==> config.mk <==
export PLATFORM = sky130hd
export DESIGN_NAME = burst_bus_scheduler_flat
export DESIGN_NICKNAME = d
export VERILOG_FILES = /design/src/rtl/burst_bus_scheduler_if.sv /design/src/rtl/burst_bus_scheduler.sv /design/src/flat_wrapper.sv
export SDC_FILE = /design/constraint.sdc
export NUM_CORES = 1
export LEC_CHECK = 0
export CORE_MARGIN = 2
export CORE_UTILIZATION = 34
export DETAILED_ROUTE_END_ITERATION = 8
export GPL_TIMING_DRIVEN = 0
export PLACE_DENSITY = 0.77
export SETUP_SLACK_MARGIN = 0.1
export SLEW_MARGIN = 30
export SYNTH_ARGS = -nofsm -noshare
export SYNTH_HDL_FRONTEND = slang
export SYNTH_SLANG_ARGS = --single-unit
==> constraint.sdc <==
create_clock -name clock -period 1.9 [get_ports clock]
set_input_delay 0.38 -clock clock [delete_from_list [all_inputs] [get_ports clock]]
set_output_delay 0.38 -clock clock [all_outputs]
set_load 0.05 [all_outputs]
==> src/rtl/burst_bus_scheduler_if.sv <==
// Request/write-data/bus bundle shared between the two requesters, the scheduler and the burst bus.
// The slave view belongs to the scheduler; the master view drives requests and the bus-side ready.
interface burst_bus_scheduler_if #(
    parameter int ADDR_W = 16,
    parameter int DATA_W = 32,
    parameter int SIZE_W = 8
);
    logic [1:0]        req;
    logic [ADDR_W-1:0] req_addr0;
    logic [ADDR_W-1:0] req_addr1;
    logic [SIZE_W-1:0] req_size0;
    logic [SIZE_W-1:0] req_size1;
    logic [DATA_W-1:0] wdata0;
    logic [DATA_W-1:0] wdata1;
    logic [1:0]        wvalid;
    logic [1:0]        wready;
    logic [1:0]        gnt;
    logic [1:0]        done;
    logic              bus_start;
    logic [SIZE_W-1:0] bus_size;
    logic [ADDR_W-1:0] bus_address;
    logic [DATA_W-1:0] bus_data;
    logic              bus_valid;
    logic              bus_ready;

    modport master (
        output req, req_addr0, req_addr1, req_size0, req_size1,
        output wdata0, wdata1, wvalid, bus_ready,
        input  wready, gnt, done, bus_start, bus_size, bus_address, bus_data, bus_valid
    );

    modport slave (
        input  req, req_addr0, req_addr1, req_size0, req_size1,
        input  wdata0, wdata1, wvalid, bus_ready,
        output wready, gnt, done, bus_start, bus_size, bus_address, bus_data, bus_valid
    );
endinterface

==> src/rtl/burst_bus_scheduler.sv <==
// Round-robin scheduler sharing one burst bus between two requesters:
// start strobe, SIZE beats under backpressure, then a fixed idle gap.
module burst_bus_scheduler #(
    parameter int ADDR_W     = 16,
    parameter int DATA_W     = 32,
    parameter int SIZE_W     = 8,
    parameter int GAP_CYCLES = 10
) (
    input  logic                  clock,
    input  logic                  reset,
    burst_bus_scheduler_if.slave  bif
);

    localparam int  GAP_W    = (GAP_CYCLES > 1) ? $clog2(GAP_CYCLES) : 1;
    localparam bit  HAS_GAP  = (GAP_CYCLES != 0);
    localparam logic [GAP_W-1:0] GAP_LOAD = GAP_W'(GAP_CYCLES - 1);

    typedef enum logic [1:0] {
        S_IDLE  = 2'd0,
        S_START = 2'd1,
        S_BURST = 2'd2,
        S_GAP   = 2'd3
    } state_t;

    state_t            r_state;
    state_t            w_next;
    logic              r_owner;
    logic              r_last;
    logic [ADDR_W-1:0] r_addr;
    logic [SIZE_W-1:0] r_remain;
    logic [GAP_W-1:0]  r_gap;
    logic [1:0]        r_done;

    logic              w_winner;
    logic              w_wvalid_g;
    logic [DATA_W-1:0] w_wdata_g;
    logic              w_beat;
    logic              w_finish;
    logic              w_capture;

    // On a tie the requester that did not own the previous burst wins.
    always_comb begin
        w_winner = 1'b0;
        case (bif.req)
            2'b10:   w_winner = 1'b1;
            2'b11:   w_winner = ~r_last;
            default: w_winner = 1'b0;
        endcase
    end

    assign w_wvalid_g = r_owner ? bif.wvalid[1] : bif.wvalid[0];
    assign w_wdata_g  = r_owner ? bif.wdata1 : bif.wdata0;
    assign w_capture  = (r_state == S_IDLE) && (bif.req != 2'b00);
    assign w_beat     = (r_state == S_BURST) && w_wvalid_g && bif.bus_ready;
    assign w_finish   = ((r_state == S_START) && (r_remain == '0)) ||
                        (w_beat && (r_remain == SIZE_W'(1)));

    always_ff @(posedge clock) begin
        if (reset) begin
            r_state <= S_IDLE;
        end else begin
            r_state <= w_next;
        end
    end

    always_comb begin
        w_next = r_state;
        case (r_state)
            S_IDLE: begin
                if (bif.req != 2'b00) begin
                    w_next = S_START;
                end
            end
            S_START: begin
                if (r_remain == '0) begin
                    w_next = HAS_GAP ? S_GAP : S_IDLE;
                end else begin
                    w_next = S_BURST;
                end
            end
            S_BURST: begin
                if (w_beat && (r_remain == SIZE_W'(1))) begin
                    w_next = HAS_GAP ? S_GAP : S_IDLE;
                end
            end
            S_GAP: begin
                if (r_gap == '0) begin
                    w_next = S_IDLE;
                end
            end
            default: w_next = S_IDLE;
        endcase
    end

    // Control registers; the done pulse lands in the cycle after completion.
    always_ff @(posedge clock) begin
        if (reset) begin
            r_owner  <= 1'b0;
            r_last   <= 1'b1;
            r_remain <= '0;
            r_gap    <= '0;
            r_done   <= 2'b00;
        end else begin
            r_done <= 2'b00;
            if (w_capture) begin
                r_owner  <= w_winner;
                r_remain <= w_winner ? bif.req_size1 : bif.req_size0;
            end
            if (w_beat) begin
                r_remain <= r_remain - SIZE_W'(1);
            end
            if (w_finish) begin
                r_done <= r_owner ? 2'b10 : 2'b01;
                r_last <= r_owner;
                r_gap  <= GAP_LOAD;
            end
            if ((r_state == S_GAP) && (r_gap != '0)) begin
                r_gap <= r_gap - GAP_W'(1);
            end
        end
    end

    // Beat address wraps naturally at the address width.
    always_ff @(posedge clock) begin
        if (w_capture) begin
            r_addr <= w_winner ? bif.req_addr1 : bif.req_addr0;
        end else if (w_beat) begin
            r_addr <= r_addr + ADDR_W'(1);
        end
    end

    always_comb begin
        bif.gnt         = 2'b00;
        bif.wready      = 2'b00;
        bif.bus_start   = 1'b0;
        bif.bus_size    = '0;
        bif.bus_address = '0;
        bif.bus_data    = '0;
        bif.bus_valid   = 1'b0;
        case (r_state)
            S_START: begin
                bif.gnt[r_owner] = 1'b1;
                bif.bus_start    = 1'b1;
                bif.bus_size     = r_remain;
                bif.bus_address  = r_addr;
            end
            S_BURST: begin
                bif.gnt[r_owner]    = 1'b1;
                bif.wready[r_owner] = bif.bus_ready;
                bif.bus_address     = r_addr;
                bif.bus_data        = w_wdata_g;
                bif.bus_valid       = w_wvalid_g;
            end
            default: begin
            end
        endcase
    end

    assign bif.done = r_done;

endmodule

==> src/flat_wrapper.sv <==
// flat-port wrapper written by rule: the top's interface ports become plain ports
module burst_bus_scheduler_flat 
#(
    parameter int ADDR_W     = 16,
    parameter int DATA_W     = 32,
    parameter int SIZE_W     = 8,
    parameter int GAP_CYCLES = 10
)
  (clock, reset, bif_req, bif_req_addr0, bif_req_addr1, bif_req_size0, bif_req_size1, bif_wdata0, bif_wdata1, bif_wvalid, bif_bus_ready, bif_wready, bif_gnt, bif_done, bif_bus_start, bif_bus_size, bif_bus_address, bif_bus_data, bif_bus_valid);
  burst_bus_scheduler_if #(.ADDR_W(ADDR_W), .DATA_W(DATA_W), .SIZE_W(SIZE_W)) bif_i ();
  input  logic clock;
  input  logic reset;
  input wire logic [$bits(bif_i.req)-1:0] bif_req;
  input wire logic [$bits(bif_i.req_addr0)-1:0] bif_req_addr0;
  input wire logic [$bits(bif_i.req_addr1)-1:0] bif_req_addr1;
  input wire logic [$bits(bif_i.req_size0)-1:0] bif_req_size0;
  input wire logic [$bits(bif_i.req_size1)-1:0] bif_req_size1;
  input wire logic [$bits(bif_i.wdata0)-1:0] bif_wdata0;
  input wire logic [$bits(bif_i.wdata1)-1:0] bif_wdata1;
  input wire logic [$bits(bif_i.wvalid)-1:0] bif_wvalid;
  input wire logic [$bits(bif_i.bus_ready)-1:0] bif_bus_ready;
  output wire logic [$bits(bif_i.wready)-1:0] bif_wready;
  output wire logic [$bits(bif_i.gnt)-1:0] bif_gnt;
  output wire logic [$bits(bif_i.done)-1:0] bif_done;
  output wire logic [$bits(bif_i.bus_start)-1:0] bif_bus_start;
  output wire logic [$bits(bif_i.bus_size)-1:0] bif_bus_size;
  output wire logic [$bits(bif_i.bus_address)-1:0] bif_bus_address;
  output wire logic [$bits(bif_i.bus_data)-1:0] bif_bus_data;
  output wire logic [$bits(bif_i.bus_valid)-1:0] bif_bus_valid;
  assign bif_i.req = bif_req;
  assign bif_i.req_addr0 = bif_req_addr0;
  assign bif_i.req_addr1 = bif_req_addr1;
  assign bif_i.req_size0 = bif_req_size0;
  assign bif_i.req_size1 = bif_req_size1;
  assign bif_i.wdata0 = bif_wdata0;
  assign bif_i.wdata1 = bif_wdata1;
  assign bif_i.wvalid = bif_wvalid;
  assign bif_i.bus_ready = bif_bus_ready;
  assign bif_wready = bif_i.wready;
  assign bif_gnt = bif_i.gnt;
  assign bif_done = bif_i.done;
  assign bif_bus_start = bif_i.bus_start;
  assign bif_bus_size = bif_i.bus_size;
  assign bif_bus_address = bif_i.bus_address;
  assign bif_bus_data = bif_i.bus_data;
  assign bif_bus_valid = bif_i.bus_valid;
  burst_bus_scheduler #(.ADDR_W(ADDR_W), .DATA_W(DATA_W), .SIZE_W(SIZE_W), .GAP_CYCLES(GAP_CYCLES)) u_core (.clock(clock), .reset(reset), .bif(bif_i));
endmodule
Word level (Yosys, flattened, before mapping)
Index checks and enable logic that the tools add are counted.
- register bits: 34
- input port bits: 119
- output and inout port bits: 64
- add/sub/neg operators: 3
- order comparisons: 2
- equal/unequal tests: 9
- mux-type cells: 26
- bitwise operators: 3
- reduce and logical (&&, ||, !) cells: 18
- operators by type and width (operator ; count):
    16-bit 2-to-1 mux ; 4
    32-bit 2-to-1 mux ; 2
    8-bit 2-to-1 mux ; 4
    16-bit by 1-bit adder with 16-bit output, second input constant ; 1
    2-bit 2-to-1 mux ; 6
    2-bit equality test, second input constant ; 4
    8-bit by 1-bit equality test with 1-bit output, second input constant ; 1
    8-bit zero test ; 1
    4-bit 2-to-1 mux ; 2
    2-bit one-hot mux with 4 select lines ; 1
    8-bit by 1-bit subtractor with 8-bit output, second input constant ; 1
    1-bit logical AND ; 7
    2-bit nonzero test ; 3
    1-bit 2-to-1 mux ; 5
    4-bit zero test ; 1
    2-bit != test, second input constant ; 2
    4-bit nonzero test ; 1
    2-bit OR reduction ; 2
    4-bit by 1-bit subtractor with 4-bit output, second input constant ; 1
    3-bit AND reduction ; 1
    2-bit bitwise AND ; 1
    2-bit by 1-bit equality test with 1-bit output, second input constant ; 1
    2-bit zero test ; 1
    1-bit by 2-bit < comparator with 1-bit output, second input constant ; 1
    6 further kinds ; 7

Logic depth before layout (Yosys ltp)
Gate-level depths: netlist of run 1.
- word-level depth: 7
- depth in mapped cells: 7

Worst setup path before layout of run 1
No wires, ideal clock.
- kind: register to output
- start point: register u_core.r_owner
- end point: output port bif_bus_data[10]
- data arrival time: 2.042 ns
- required time: 1.520 ns
- path slack: -0.522 ns
- cell stages (with the launch flop): 6
- path buffers: 3
- path through: dfxtp_1 -> clkbuf_1 -> clkbuf_1 -> buf_2 -> mux2i_1 -> nor2b_1
- cells in the longest elaborated chain, start to end: 2
- ends and longest elaborated chain (element ; line ; source):
    from (decl) ; burst_bus_scheduler.sv:27 ; logic r_owner;
    from (signal assigned) ; burst_bus_scheduler.sv:106 ; r_owner <= w_winner;
    32-bit 2-to-1 mux ; burst_bus_scheduler.sv:52 ; assign w_wdata_g = r_owner ? bif.wdata1 : bif.wdata0;
    32-bit 2-to-1 mux ; burst_bus_scheduler.sv:140 ; case (r_state)
    to (decl) ; flat_wrapper.sv:28 ; output wire logic [$bits(bif_i.bus_data)-1:0] bif_bus_data;
Every way passes these cells.

Worst setup path after layout of run 1
- start point: register u_core.r_owner
- end point: output port bif_bus_data[20]
Same word-level chain as after synthesis.

==> results of run 1 <==
[where the power goes]
group / switching (W) / internal (W) / total, W
Combinational: 0.00318 / 0.00304 / 0.00622
Sequential: 0.000401 / 0.00120 / 0.00160
Clock: 0.000272 / 0.000252 / 0.000524
Total: 0.00385 / 0.00449 / 0.00834
[through the flow]
stage	setup TNS (ns)	hold slack [ns]
after floorplan	-0.09107	0.4736
after global placement	-56.55	0.4958
after detailed placement	-57.98	0.5056
after CTS	-0.9166	0.5226
after global routing	-1.752	0.5477
final	-0.5726	0.5206
[cell usage in the layout (no fill, tap or decap), types with 9 or more instances in the layout]
cell type        count
edfxtp_1            16
dfxtp_1              9
a21oi_1             19
o21ai_0             14
nor2b_1             11
nor2b_4             30
buf_6               28
buf_8               38
mux2i_1             10
nand3_1              9
nor2_1              11
nand2_1             17
buf_4               15
clkdlybuf4s50_1    114
and2_4              18
mux2i_4             30
[registers in the layout (all words and copies together), names as in the netlist]
name             cells
u_core.bif.done      2
u_core.r_last        1
u_core.r_state       2
u_core.r_gap         4
u_core.r_owner       1
u_core.r_addr       16
u_core.r_remain      8
[how the worst max path moves through the flow]
stage,startpoint,endpoint,slack (ns),cells after the start
2_1_floorplan,u_core.r_owner$_SDFFE_PP0P_,bif_wready[1],-0.09,4
3_3_place_gp,bif_req[1],u_core.r_addr[14]$_DFFE_PP_,-0.92,6
3_5_place_dp,bif_req[1],u_core.r_addr[14]$_DFFE_PP_,-0.93,6
4_1_cts,u_core.r_owner$_SDFFE_PP0P_,bif_bus_data[17],-0.05,6
5_1_grt,u_core.r_owner$_SDFFE_PP0P_,bif_bus_data[21],-0.08,6
6_report,u_core.r_owner$_SDFFE_PP0P_,bif_bus_data[20],-0.05,6
[worst max-delay path, cell delays in order (launching register included)]
cell	delay (ns)
dfxtp_2	0.32
buf_8	0.13
clkbuf_16	0.18
buf_16	0.16
mux2i_4	0.19
nor2b_4	0.13
buf_8	0.15
[per-layer routing]
| metal | part of all wire | vias up | GRT usage |
|---|---|---|---|
| li1 | - | 1714 | - |
| met1 | 0.35 | 1634 | 0.2508 |
| met2 | 0.53 | 199 | 0.4257 |
| met3 | 0.095 | 24 | 0.07015 |
| met4 | 0.026 | 0 | 0.08547 |
| met5 | 0 | - | 0 |
[kinds of logic (layout without fill, tap and decap cells)]
| group | count (synthesis) | in the layout | share of synthesized area |
|---|---|---|---|
| muxes | 48 | 48 | 0.1635 |
| buffers and inverters | 27 | 242 | 0.03504 |
| and+or+nand+nor | 148 | 148 | 0.2803 |
| AOI/OAI and AO/OA | 77 | 77 | 0.1681 |
| xor gates and xnor gates | 12 | 12 | 0.03504 |
| adders and majority gates | 9 | 9 | 0.03755 |
| DFF | 34 | 34 | 0.2804 |
[layout make-up]
cell class	instances	area [um^2]
plain buffers	18	255.2
clock buffers	6	72.57
clock inverters	2	8.758
fillers	577	2079
inverters	9	45.04
multi-input cells	294	2884
flip-flops and latches	34	859.6
well taps	108	135.1
repair buffers	207	2296
[repair_timing]
action | 4_1_cts | 5_1_grt
cloned | 3 | 2
gates resized for setup | 569 | 86
buffers inserted | 11 | 9
endpoints found under the setup margin | 105 | 89
pin swaps | 2 | 5
==> results.cfg, run 1 <==
[synth]
netlist_area_mm2 = 0.002999
synthTopCellsByArea = edfxtp_1 16%, mux2i_1 14%, dfxtp_1 12%
yosys.area.top_type = edfxtp_1
avgSynthCellArea_um2 = 8.448
syn_nets = 483
yosysSeqAreaShare = 0.2804
synth_ff_type = dfxtp_1
synth_common_cells = 44 x nor2b_1, 42 x mux2i_1, 26 x and2_1
yosys_warnings = 0
synth_cell_types = 48
synth_seq_cells = 34
synthesis.instances = 355
ys_async_sr_fraction = 0
yosysMostFrequentCell = nor2b_1
netlist.area_leader.share = 0.1602
synth-edff-count = 16

[worst_hold_path]
worstHoldPathCells = 1
worstHoldPathType = reg2reg
min_to = u_core.r_remain[6]$_SDFFE_PP0P_
min_from = u_core.r_remain[6]$_SDFFE_PP0P_

[timing]
rsz0062_at_grt = yes
fmax_mhz = 513.7
final-setup-viol-count = 23
hold_viol = 0
drv_slew = 0
tightest_slew_ns = 0.5867
final.setup.worst_slack_ns = -0.04671
clock_skew_ns = 0.008115
timing.final.crit_share = 1.025
min_period_ns = 1.947
max_slew_margin = 0.6047

[finish]
diodes = 0
drive_above_1_share = 0.4281
stdcell_count = 678
final_area_mm2 = 0.006556
num-nets-final = 697
syn_to_final_growth_pct = 118.6
final_util = 0.7592

[floorplan]
die-area_mm2 = 0.009588
start_util = 0.3473
ioPinCount = 183
rows = 34
core_area_mm2 = 0.008636
die_w_um = 97.92
die_y_um = 97.92

[clocking]
clock_sinks = 34
clk_latency_ns = 0.29
htree_num_levels = 2
clkSlewWorstSetupHoldPaths_ns = 0.07
root_buffer = clkbuf_8
cts_max_path_buffers = 2
cts_tree = built
hold_buffers = 0
cts_buffers = 5

[critical_path]
r2r-start = u_core.r_remain[6]$_SDFFE_PP0P_
crit_arrival_ns = 1.57
worstSetupPathType = reg2out
reg2regPathDepth = 4
setup.worst_path.end_class = output port
cp_data_required_time_ns = 1.52
cp_max_fo = 7
worst_setup_path_start_kind = flop
worstReg2RegEnd = u_core.r_state[0]$_SDFFE_PP0P_
r2r_setup_slack_ns = -0.03

[drt]
vias_per_cell = 5.267
routed_wl_um = 11540
drtIter0Drc = 182
via_count = 3571
drc_errors = 0
ant_nets = 0
wl_per_cell_um = 17.02
first_pass_iters = 4

[flow_run]
maxCapViolations = 0

[grt]
gr-total-overflow = 0
grt_max_degree = 17
grt_pass1_vias = 3702
grt.total_usage = 0.2322
antenna_found_initial = 0
grt_pass1_wl_um = 18010

[status]
status = finished, violations left
violations = setup timing

[power]
power_w = 0.008339
power_density_mw_per_mm2 = 1272
leakage_nw = 2.408
ir_worst_vdd_mv = 0.5958

[placed_design]
io_buffers = 182
place_area_mm2 = 0.005233
placed_cells = 645
gp_congestion = 0.8866
dp_slack_ns = -0.9319
dp_hpwl_um = 8374
(Power assumes the default switching activity.)
==> run 2: changes to the inputs <==
--- a/config.mk
+++ b/config.mk
@@ -7,6 +7,7 @@
 export LEC_CHECK = 0
 export CORE_MARGIN = 2
 export CORE_UTILIZATION = 34
+export CTS_CLUSTER_SIZE = 8
 export DETAILED_ROUTE_END_ITERATION = 8
 export GPL_TIMING_DRIVEN = 0
 export PLACE_DENSITY = 0.77
==> results of run 2 <==
Same layout as run 1: the final DEF is identical, and so are final timing and power.
==> run 3: changes to the inputs <==
--- a/config.mk
+++ b/config.mk
@@ -5,12 +5,14 @@
 export SDC_FILE = /design/constraint.sdc
 export NUM_CORES = 1
 export LEC_CHECK = 0
+export CELL_PAD_IN_SITES_DETAIL_PLACEMENT = 0
+export CELL_PAD_IN_SITES_GLOBAL_PLACEMENT = 1
 export CORE_MARGIN = 2
-export CORE_UTILIZATION = 34
+export CORE_UTILIZATION = 24
 export CTS_CLUSTER_SIZE = 8
 export DETAILED_ROUTE_END_ITERATION = 8
 export GPL_TIMING_DRIVEN = 0
-export PLACE_DENSITY = 0.77
+export PLACE_DENSITY_LB_ADDON = 0.1
 export SETUP_SLACK_MARGIN = 0.1
 export SLEW_MARGIN = 30
 export SYNTH_ARGS = -nofsm -noshare
==> results.cfg, run 3 (synthesis results as in run 1) <==
[drt]
first_pass_iters = 4
wl_per_cell_um = 16.41
vias_per_cell = 4.685
ant_nets = 0
routed_wl_um = 12130
drtIter0Drc = 130
drc_errors = 0
via_count = 3462

[power]
pwr-share-clk = 0.091
switchingPower_w = 0.003861
leakage_nw = 2.430
power_w = 0.008594
p_sw_frac = 0.4493
p_seq_frac = 0.184
internal_power_w = 0.004733
power_density_mw_per_mm2 = 1288
ir_worst_vdd_mv = 0.8195
p_comb_frac = 0.725

[floorplan]
core_area_mm2 = 0.01211
start_util = 0.2476
ioPinCount = 183
die_y_um = 115.8
rows = 40
die_w_um = 115.8
die-area_mm2 = 0.01341

[clocking]
root_buffer = clkbuf_16
clk_latency_ns = 0.27
htree_num_levels = 2
clkSlewWorstSetupHoldPaths_ns = 0.06
clock_sinks = 34
cts_tree = built
cts_max_path_buffers = 2
cts_buffers = 5

[finish]
fillers = 1103
regMostFlops = u_core.r_addr
final_common_cell = clkdlybuf4s50_1
drive_above_1_share = 0.4203
largest_reg_flops = 16
final_area_mm2 = 0.006671
num-nets-final = 698
most-common-layout-cells = 115 x clkdlybuf4s50_1, 44 x buf_8, 30 x nor2b_4, 27 x mux2i_4, 24 x buf_4
diodes = 0
syn_to_final_growth_pct = 122.4
reg_top3 = u_core.r_addr (16), u_core.r_remain (8), u_core.r_gap (4)

[critical_path]
worst-path-buf-inv = 0
r2r-start = u_core.r_remain[5]$_SDFFE_PP0P_
worstReg2RegEnd = u_core.r_state[0]$_SDFFE_PP0P_
setup.worst_path.end_class = flop
critical_path.top_delay_family = simple AND/OR/NAND/NOR gates
crit_arrival_ns = 2.09
r2r_setup_slack_ns = -0.03
worst_setup_path_start_kind = flop
reg2regPathDepth = 4
max_stage_delay_ns = 0.48
cp_max_fo = 5
crit_chain = or3_4 > o41a_1 > or4_1 > o211a_1
worstSetupPathType = reg2reg
cp_data_required_time_ns = 2.06
slowest_stage = or4_1

[timing]
timing.final.crit_share = 1.015
hold_viol = 0
final-setup-viol-count = 1
drv_slew = 0
tightest_slew_ns = 0.5934
min_period_ns = 1.929
fin_tns_setup_ns = -0.02882
max_slew_margin = 0.6002
clock_skew_ns = 0.002812
final.setup.worst_slack_ns = -0.02882
rsz0062_at_grt = yes
fmax_mhz = 518.5

[grt]
grt_pass1_vias = 3446
grt.total_usage = 0.1731
grt_max_degree = 17
grt_pass1_wl_um = 18040
antenna_found_initial = 0
gr-total-overflow = 0

[worst_hold_path]
worstHoldPathCells = 2
min_from = u_core.r_gap[0]$_SDFFE_PP0P_
min_to = u_core.r_gap[0]$_SDFFE_PP0P_
worstHoldPathType = reg2reg

[placed_design]
io_buffers = 182
place_area_mm2 = 0.005308
dp_hpwl_um = 9302
gp_congestion = 0.7718

[flow_run]
maxCapViolations = 0

[status]
status = finished, violations left
violations = setup timing
-- run 3: cell count changes in the layout (fill, tap and decap cells not counted), moves of 6 or more --
| cell | change |
|---|---|
| buf_4 | +9 |
| buf_6 | -8 |
| buf_8 | +6 |
| clkbuf_16 | +6 |
| clkbuf_4 | -6 |
-- run 3: per-stage QoR --
step | std cells | setup slack, ns | hold slack (ns) | utilization
3_3_place_gp | 705 | -0.9518 | 0.4939 | 0.4382
5_1_grt | 739 | -0.05613 | 0.5347 | 0.5508
3_5_place_dp | 705 | -0.9816 | 0.5075 | 0.4382
2_1_floorplan | 355 | -0.08845 | 0.4736 | -
6_report | 739 | -0.02882 | 0.5128 | 0.5508
4_1_cts | 725 | -0.06831 | 0.5155 | 0.5052
-- run 3: cell type report --
type | instances | area (um^2) | share of cell area
Inverter | 9 | 42.54 | 0.006377
Multi-Input combinational cell | 294 | 2839 | 0.4255
Buffer | 17 | 249.0 | 0.03732
Clock buffer | 5 | 125.1 | 0.01875
Sequential cell | 34 | 862.1 | 0.1292
Timing Repair Buffer | 209 | 2327 | 0.3488
Clock inverter | 3 | 16.27 | 0.002438
Tap cell | 168 | 210.2 | 0.03151
-- run 3: per-layer routing --
metal,part of all wire,track usage,wire length [um],vias to the layer above
li1,-,-,-,1718
met1,0.40,0.2051,4831,1624
met2,0.53,0.3232,6412,114
met3,0.066,0.04236,800,6
met4,0.0068,0.02381,82,0
met5,0,0,0,-
-- run 3: worst max-delay path by stage --
stage,from,end,slack [ns],depth (start not counted)
2_1_floorplan,u_core.r_owner$_SDFFE_PP0P_,bif_wready[1],-0.09,4
3_3_place_gp,bif_req[1],u_core.r_addr[12]$_DFFE_PP_,-0.95,6
3_5_place_dp,bif_req[1],u_core.r_addr[12]$_DFFE_PP_,-0.98,6
4_1_cts,u_core.r_owner$_SDFFE_PP0P_,bif_bus_data[20],-0.07,6
5_1_grt,u_core.r_remain[5]$_SDFFE_PP0P_,u_core.r_state[0]$_SDFFE_PP0P_,-0.06,4
6_report,u_core.r_remain[5]$_SDFFE_PP0P_,u_core.r_state[0]$_SDFFE_PP0P_,-0.03,4
-- run 3: power groups by stage --
stage | Sequential [W] | Combinational, W | Clock, W
2_1_floorplan | 0.00145 | 0.00317 | 0
3_3_place_gp | 0.00154 | 0.00454 | 0
6_report | 0.00159 | 0.00623 | 0.000781
4_1_cts | 0.00155 | 0.00567 | 0.000816
3_5_place_dp | 0.00154 | 0.00457 | 0
5_1_grt | 0.00164 | 0.00659 | 0.000835
-- run 3: worst min-delay path, stage by stage, from the launching register on --
cell and delay [ns]:
dfxtp_1 0.31, inv_1 0.08, a31oi_1 0.08
-- run 3: timing repair --
action / 4_1_cts / 5_1_grt
hold buffers: 0 / 0
cloned: 2 / 3
endpoints found under the setup margin: 105 / 88
pin swaps: 3 / 7
gates resized for setup: 546 / 117
setup buffers: 10 / 12
